### src/rtl/crack_sched_pkg.sv
// crack_pkg: scheduler state encoding and default key width shared by crack_sched files
package crack_pkg;
  typedef enum logic [1:0] {IDLE, DISPATCH, DRAIN, DONE} state_t;
  localparam int CRACK_KEY_W_DEFAULT = 24;
endpackage

### src/rtl/crack_pick_lowest.sv
// crack_pick_lowest: priority encoder returning the lowest set index of req plus a valid flag
module crack_pick_lowest #(
  parameter int N = 2,
  parameter int IW = N > 1 ? $clog2(N) : 1
) (
  input  logic [N-1:0]  req,
  output logic [IW-1:0] idx,
  output logic          valid
);
  always_comb begin
    idx = '0;
    for (int i = N - 1; i >= 0; i--) idx = req[i] ? IW'(i) : idx;
  end
  assign valid = |req;
endmodule

### src/rtl/crack_sched.sv
// crack_sched: dispatches a key range over NUM_CORES crack cores, stops on first hit; CRACK_SCHED_PROGRESS_EN adds output tried
module crack_sched
  import crack_pkg::*;
#(
  parameter int NUM_CORES = 2,
  parameter int KEY_W = CRACK_KEY_W_DEFAULT
) (
  input  logic                     clk,
  input  logic                     rst,
  input  logic                     en,
  output logic                     rdy,
  input  logic [KEY_W-1:0]         key_lo,
  input  logic [KEY_W-1:0]         key_hi,
  output logic [NUM_CORES-1:0]     core_en,
  output logic [NUM_CORES*KEY_W-1:0] core_key,
  input  logic [NUM_CORES-1:0]     core_rdy,
  input  logic [NUM_CORES-1:0]     core_done,
  input  logic [NUM_CORES-1:0]     core_found,
  output logic [KEY_W-1:0]         key,
  output logic                     key_valid,
  output logic                     done
`ifdef CRACK_SCHED_PROGRESS_EN
  ,
  output logic [KEY_W:0]           tried
`endif
);
  localparam int IW = NUM_CORES > 1 ? $clog2(NUM_CORES) : 1;
  state_t state_q, state_d;
  logic [NUM_CORES-1:0] busy_q, busy_d, core_en_q, core_en_d, hit, win;
  logic [KEY_W:0] next_q, next_d;
  logic [KEY_W-1:0] hi_q, hi_d, key_q, key_d;
  logic [KEY_W-1:0] ck_q [NUM_CORES];
  logic [KEY_W-1:0] ck_d [NUM_CORES];
  logic key_valid_q, key_valid_d, done_q, done_d, accept, active, issue;
  logic [IW-1:0] free_idx, win_idx;
  logic free_ok, win_ok;
  assign rdy = state_q == IDLE || state_q == DONE;
  assign accept = en && rdy;
  assign active = state_q == DISPATCH || state_q == DRAIN;
  assign hit = core_done & core_found & busy_q & {NUM_CORES{active && !key_valid_q}};
  always_comb begin
    win = hit;
    for (int i = 0; i < NUM_CORES; i++)
      for (int j = 0; j < NUM_CORES; j++)
        if (hit[j] && ck_q[j] < ck_q[i]) win[i] = 1'b0;
  end
  crack_pick_lowest #(.N(NUM_CORES)) u_free (.req(core_rdy & ~busy_q), .idx(free_idx), .valid(free_ok));
  crack_pick_lowest #(.N(NUM_CORES)) u_hit (.req(win), .idx(win_idx), .valid(win_ok));
  assign issue = state_q == DISPATCH && free_ok && !win_ok;
  always_comb begin
    state_d = state_q;
    busy_d = busy_q & ~core_done;
    core_en_d = '0;
    next_d = next_q;
    hi_d = hi_q;
    ck_d = ck_q;
    key_d = key_q;
    key_valid_d = key_valid_q;
    done_d = done_q;
    if (accept) begin
      next_d = {1'b0, key_lo};
      hi_d = key_hi;
      key_d = '0;
      key_valid_d = 1'b0;
      done_d = 1'b0;
      state_d = key_lo > key_hi ? DRAIN : DISPATCH;
    end
    if (win_ok) begin
      key_d = ck_q[win_idx];
      key_valid_d = 1'b1;
    end
    if (issue) begin
      core_en_d[free_idx] = 1'b1;
      ck_d[free_idx] = next_q[KEY_W-1:0];
      busy_d[free_idx] = 1'b1;
      next_d = next_q + 1'b1;
    end
    if (state_q == DISPATCH && (win_ok || next_d > {1'b0, hi_q})) state_d = DRAIN;
    if (state_q == DRAIN && busy_q == '0) begin
      state_d = DONE;
      done_d = 1'b1;
    end
  end
  always_ff @(posedge clk or posedge rst) begin
    if (rst) begin
      state_q <= IDLE;
      busy_q <= '0;
      core_en_q <= '0;
      next_q <= '0;
      hi_q <= '0;
      for (int i = 0; i < NUM_CORES; i++) ck_q[i] <= '0;
      key_q <= '0;
      key_valid_q <= 1'b0;
      done_q <= 1'b0;
    end else begin
      state_q <= state_d;
      busy_q <= busy_d;
      core_en_q <= core_en_d;
      next_q <= next_d;
      hi_q <= hi_d;
      ck_q <= ck_d;
      key_q <= key_d;
      key_valid_q <= key_valid_d;
      done_q <= done_d;
    end
  end
  for (genvar g = 0; g < NUM_CORES; g++) begin : g_key
    assign core_key[g*KEY_W +: KEY_W] = ck_q[g];
  end
  assign core_en = core_en_q;
  assign key = key_q;
  assign key_valid = key_valid_q;
  assign done = done_q;
`ifdef CRACK_SCHED_PROGRESS_EN
  logic [KEY_W:0] tried_q, tried_d;
  always_comb begin
    tried_d = tried_q;
    for (int i = 0; i < NUM_CORES; i++) tried_d = tried_d + (KEY_W+1)'(active && core_done[i] && busy_q[i]);
    tried_d = accept ? '0 : tried_d;
  end
  always_ff @(posedge clk or posedge rst) begin
    if (rst) tried_q <= '0;
    else tried_q <= tried_d;
  end
  assign tried = tried_q;
`endif
endmodule

### config.mk
export PLATFORM = sky130hd
export DESIGN_NAME = crack_sched
export DESIGN_NICKNAME = d
export VERILOG_FILES = /design/src/rtl/crack_sched_pkg.sv /design/src/rtl/crack_pick_lowest.sv /design/src/rtl/crack_sched.sv
export SDC_FILE = /design/constraint.sdc
export NUM_CORES = 1
export LEC_CHECK = 0
export BUFFER_PORTS_ARGS = -buffer_cell sky130_fd_sc_hd__buf_2
export CAP_MARGIN = 20
export CORE_ASPECT_RATIO = 0.8
export CORE_UTILIZATION = 57
export CTS_CLUSTER_SIZE = 16
export DETAILED_ROUTE_END_ITERATION = 10
export PLACE_DENSITY = 0.91
export SLEW_MARGIN = 5
export SYNTH_ARGS = -nofsm -noshare
export SYNTH_HDL_FRONTEND = slang
export SYNTH_SLANG_ARGS = --single-unit
export TNS_END_PERCENT = 10
### constraint.sdc
create_clock -name clk -period 4.3 [get_ports clk]
set_clock_uncertainty 0.05 [all_clocks]
set_input_delay 0.215 -clock clk [delete_from_list [all_inputs] [get_ports clk]]
set_output_delay 0.215 -clock clk [all_outputs]
set_load 0.02 [all_outputs]
# After elaboration in Yosys (flattened, before gate mapping)
# Index checks and enable logic that the tools add are counted.
[word_totals]
ff_bits = 129
wordCells = 88
[op_classes]
addsub = 1
order_cmp = 11
n_eq_ne = 3
n_mux = 29
n_bitwise = 10
reduce_logical = 24
[op_table]
columns = ["cell", "count"]
rows = [
  ["24-bit two-way mux", 6],
  ["24-bit less-than comparator", 4],
  ["25-bit two-way mux", 2],
  ["48-bit bitwise mux", 1],
  ["25-bit by 1-bit adder with 25-bit output (second input constant)", 1],
  ["25-bit by 24-bit greater-than comparator with 1-bit output", 1],
  ["24-bit demux with 1-bit select", 1],
  ["24-bit greater-than comparator", 1],
  ["1-bit logical AND", 12],
  ["1-bit two-way mux", 12],
  ["2-bit two-way mux", 6],
  ["2-bit AND", 5],
  ["2-bit == test (second input constant)", 2],
  ["2-bit >= comparator (second input constant)", 2],
  ["2-bit logical NOT", 2],
  ["1-bit inverter with 2-bit output", 2],
  ["2-bit inverter", 2],
  ["2-bit nonzero test", 2],
  ["2-bit OR reduction", 2],
  ["1-bit logical OR", 3],
  ["3-bit nonzero test", 1],
  ["2-bit by 1-bit == test with 1-bit output (second input constant)", 1],
  ["1-bit logical NOT", 2],
  ["1-bit by 2-bit less-than comparator with 1-bit output (second input constant)", 1],
  ["other kinds (4)", 4],
]

# Logic depth before layout (Yosys ltp)
[logic_depth]
word_depth = 16
depth_mapped = 16
mapped_depth_nobuf = 14

# By module
# From an unflattened synthesis, not the netlist that was laid out.
[hier_totals]
cells_unflattened = 775
hier_area_um2 = 7422.1
[modules_own_cells]
columns = ["mod", "n_inst", "cells_each", "area_each_um2"]
rows = [
  ["crack_sched", 1, 771, 7397.1],
  ["crack_pick_lowest", 2, 2, 12.5],
]

# Worst setup path after synthesis
# OpenSTA, ideal clock, no wires.
[synth_path]
path_kind = "reg2reg"
startpoint = "register state_q[0]"
endpoint = "register state_q[0]"
setup_time_ns = 0.120
arrival_time_ns = 3.516
slack_ns = 0.615
path_stages_with_launch = 17
synth_period_minus_slack_ns = 3.685
path_cell_list = "dfrtp_1 -> inv_1 -> ha_1 -> a211oi_2 -> or2_2 -> buf_4 -> buf_2 -> a31oi_1 -> o21ai_0 -> o311ai_0 -> ha_1 -> nand4_1 -> nor4_1 -> o311ai_0 -> nand4_1 -> a32oi_1 -> a31o_1"
[synth_between]
elab_cells_between_ends = 30
cone_classes = "order compare: 1; eq/ne: 3; mux: 8; bitwise: 1; reduce/logical: 17"
[synth_rtl]
columns = ["element", "line_no", "rtl"]
rows = [
  ["start: declaration", "crack_sched.sv:28", "state_t state_q, state_d;"],
  ["start signal: assignment", "crack_sched.sv:96", "state_q <= state_d;"],
  ["2-bit == test / 2-bit logical NOT (equally long branches)", "crack_sched.sv:37", "assign rdy = state_q == IDLE || state_q == DONE;"],
  ["1-bit logical OR (*)", "crack_sched.sv:37", ""],
  ["net rdy", "crack_sched.sv:11", "output logic rdy,"],
  ["1-bit logical AND (*)", "crack_sched.sv:38", "assign accept = en && rdy;"],
  ["25-bit two-way mux (*)", "crack_sched.sv:60", "if (accept) begin"],
  ["25-bit two-way mux (*)", "crack_sched.sv:72", "if (issue) begin"],
  ["net next_d[20]", "crack_sched.sv:30", "logic [KEY_W:0] next_q, next_d;"],
  ["25-bit by 24-bit greater-than comparator with 1-bit output (*)", "crack_sched.sv:78", "if (state_q == DISPATCH && (win_ok || next_d > {1'b0, hi_q})) state_d = DRAIN;"],
  ["1-bit logical OR (*)", "crack_sched.sv:78", ""],
  ["1-bit logical AND (*)", "crack_sched.sv:78", ""],
  ["2-bit two-way mux", "crack_sched.sv:78", ""],
  ["2-bit two-way mux", "crack_sched.sv:79", "if (state_q == DRAIN && busy_q == '0) begin"],
]
# The timed path passes the listed nets; every way through them passes the cells marked *.
# A chain may end at the register's enable or synchronous reset.

# Final worst setup path
[layout_path]
startpoint = "register next_q[2]"
endpoint = "register state_q[0]"
[layout_between]
elab_chain_cells = 7
elab_cells_between_ends = 9
cone_classes = "add/sub: 1; order compare: 1; mux: 4; reduce/logical: 3"
[layout_lines]
columns = ["element", "line_no", "rtl"]
rows = [
  ["start: declaration", "crack_sched.sv:30", ""],
  ["start signal: assignment", "crack_sched.sv:99", "next_q <= next_d;"],
  ["25-bit by 1-bit adder with 25-bit output (*)", "crack_sched.sv:76", "next_d = next_q + 1'b1;"],
  ["25-bit two-way mux (*)", "crack_sched.sv:72", ""],
  ["net next_d[19]", "crack_sched.sv:30", ""],
  ["25-bit by 24-bit greater-than comparator with 1-bit output (*)", "crack_sched.sv:78", ""],
  ["1-bit logical OR (*)", "crack_sched.sv:78", ""],
  ["1-bit logical AND (*)", "crack_sched.sv:78", ""],
  ["2-bit two-way mux", "crack_sched.sv:78", ""],
  ["2-bit two-way mux", "crack_sched.sv:79", ""],
]
# Marks and branches as above.

==> results.yml <==
timing:
  slew_headroom_pct: 30.40
  hold_viol: 0
  finalSetupTns_ps: 0
  period_share_pct: 95.79
  worstMarginPinSlew_ps: 1042
  fmax_mhz: 242.8
  finalSetupViolations: 0
  whs_ps: 12.41
  layout_min_cycle_time_ps: 4119
  slew_violations: 0
hold_path:
  hp-start: "key_hi[21]"
  hold_end: "hi_q[21]"
  hold_path_class: "in2reg"
  min_path_cells: 3
floorplan:
  num_rows: 37
  dieArea_mm2: 0.01363
  die_h_um: 104.6
  initial_core_util_pct: 58.29
  core_area_mm2: 0.01287
  io_pins: 134
  die_w_um: 130.3
logic_synthesis:
  yosysTopAreaCellShare_pct: 43.03
  synth_warnings: 0
  yosys.area_share.simple_pct: 12.96
  synthCells: 795
  synthXorXnorAreaFrac_pct: 0
  yosys-top-cells-count: "dfrtp_1, nand2_1, inv_1, ha_1, o21ai_0"
  synth-main-ff-cell: "dfrtp_1"
  synth_top_cell_by_area: "dfrtp_1"
  muxShareOfSynthArea_pct: 6.788
  synth_edf_count: 0
  yosysUniqueCellTypes: 61
  post-synth-top-count-cell: "dfrtp_1"
  postSynth.asyncResetShare_pct: 100.0
  synth_adder_area_share_pct: 12.51
  synth_area_mm2: 0.007502
  synth_top_family_by_area: "compound AO/OA/AOI/OAI gates"
  synth.avg_cell_area_um2: 9.437
  synth_fp_nets: 927
  synth-seq-cells: 129
  yosysSeqAreaShare_pct: 43.03
  synth_area_leaders: "dfrtp_1, ha_1, nand2_1"
  synth_compound_gate_area_share_pct: 18.65
clocking:
  clkSlewWorstSetupHoldPaths_ps: 60
  cts_setup_buffers: 0
  clock-sinks: 129
  cts_tree: "yes"
  clkLatencyLatePin_ps: 420
  root_buffer: "clkbuf_16"
  h-tree-depth: 4
  cts_buffers: 17
  cts_buffer_depth: 2
critical_path:
  critical_path_class: "reg2reg"
  crit_buf_inv: 0
  slowest_delay_ps: 540
  r2r-start: "next_q[2]"
  r2r-end: "state_q[0]"
  rrSetupSlack_ps: 180
  required_ps: 4560
  crit_path_end_kind: "flip-flop"
  cp_slowest_cell: "nor4_1"
  r2r_cells: 13
  crit_family: "simple AND/OR/NAND/NOR gates"
  crit_fanout: 7
  worstSetupStartpointType: "flip-flop"
  crit_chain: "nand4_1 -> nor4_1 -> nand4_1 -> nor2_1 -> nand3_1 -> o311ai_1 -> ha_1 -> nand4_1 -> nor4_4 -> o311ai_0 -> nand4_1 -> a32oi_1 -> a31o_1"
  crit_top_cell: "nand4_1"
  critPathArrivalTime_ps: 4380
finish:
  area_growth_pct: 23.30
  finalInstanceArea_mm2: 0.009250
  drive_gt1_share_pct: 22.59
  fin_nets: 1084
  multiInputGateArea_mm2: 0.003875
  final_util_pct: 71.87
  num_antenna_cells: 0
  regArea_mm2: 0.003228
  num-fill-cells: 943
grt:
  grt_pass1_vias: 6823
  track_usage_pct: 32.61
  grt_max_degree: 58
  grt_pass1_wl_um: 33890
  antenna_found_initial: 0
  grt_overflow: 0
route:
  ant_nets: 0
  drt_wl_total_um: 21200
  post_drt_wl_per_cell_um: 18.59
  met1_length_um: 8618
  wl_met3_um: 1751
  num_vias: 7048
  top_layer: "met4"
  wl_met2_um: 10140
  drt-pass1-iter-count: 6
  viasPerCell: 6.182
  drc: 0
  drt-initial-drc-count: 895
place:
  port_buffers: 133
  placed_cell_area_mm2: 0.008354
  dp_hpwl_um: 14670
  gp_congestion: 0.8770
power_and_ir_drop:
  peakVddDrop_uv: 513.8
  powerDensity_mw_per_mm2: 775.3
  power.total_w: 0.007172
  p_leak_nw: 4.513
run:
  maxCapViolations: 0
outcome:
  status: "completed"
worst register-to-register path: stages, from the launching register on:
cell and delay [ps]:
dfrtp_1 470, nand4_1 220, nor4_1 540, nand4_1 330, nor2_1 210, nand3_1 190, o311ai_1 420, ha_1 210
nand4_1 270, nor4_4 410, o311ai_0 230, nand4_1 140, a32oi_1 90, a31o_1 220
report_power, final:
group | switching [W] | leakage (nW) | internal [W] | total, W
Combinational | 0.00216 | 2.60 | 0.00130 | 0.00346
Clock | 0.000571 | 0.277 | 0.000864 | 0.00143
Sequential | 0.000547 | 1.63 | 0.00173 | 0.00228
Total | 0.00327 | 4.51 | 0.00390 | 0.00717
cells by family (layout without fill, tap and decap cells):
kind of cell,count (synthesis),count (layout)
AND/OR/NAND/NOR,203,203
buffers and inverters,116,286
adder cells (fa/ha/maj),75,75
flip-flops,129,129
multiplexers,48,48
AO/OA/AOI/OAI,224,224
metrics by stage:
stage | cells | setup WS [ps]
6_report | 1140 | 180.9
5_1_grt | 1140 | -10.48
4_1_cts | 1138 | 93.50
3_5_place_dp | 1081 | 136.6
3_3_place_gp | 1081 | 380.7
2_1_floorplan | 795 | 594.0
what timing repair did:
item / in CTS / in global routing
gates resized for setup: 1 / 5
endpoints found under the setup margin: 1 / 2
hold endpoints to repair: 79 / 0
hold buffers: 25 / 0
flip-flops by register name (all words and copies together) (netlist names):
name and count:
core_en 2, core_key 48, next_q 25, state_q 2
key 24, done 1, key_valid 1, hi_q 24
busy_q 2
cell type report:
class,instances,area share [%]
clock buffer,18,4.748
clock inverter,14,1.528
inverter,83,3.395
multi-input combinational,550,41.89
sequential,129,34.90
tap,175,2.367
timing repair buffer,171,11.17
how the worst max path moves through the flow:
stage / from / to / cells past startpoint
after CTS: next_q[0] / state_q[0] / 13
after global placement: next_q[0] / state_q[0] / 14
final: next_q[2] / state_q[0] / 13
after global routing: next_q[2] / state_q[0] / 13
after floorplan: rst / busy_q[0] / 1
after detailed placement: next_q[0] / state_q[0] / 13
metal layers:
layer	track usage, %	vias to the layer above
li1	-	3171
met1	42.19	3403
met3	6.042	68
met5	0	-
met2	53.27	406
met4	14.04	0
placed cells by master, fill, tap and decap left out, types with 3 or more instances in the layout:
cell,n
clkinvlp_4,4
inv_1,82
buf_4,12
a21o_1,8
buf_2,133
a22oi_1,26
dfrtp_1,129
dlygate4sd3_1,25
a21oi_1,60
nand3_1,16
and3_1,5
clkinv_4,3
nand4_1,17
clkbuf_16,17
a221o_1,3
a211o_1,4
nor2_1,18
nand2_1,105
nor3_1,6
o21a_1,6
ha_1,75
and4_1,4
mux2_2,23
nor2b_1,3
clkinv_2,5
nor4_1,6
and2_1,3
o311ai_0,5
mux2i_1,25
a31oi_1,5
o21ai_0,75
o311ai_1,3
or3_1,3
(Power assumes the default switching activity.)
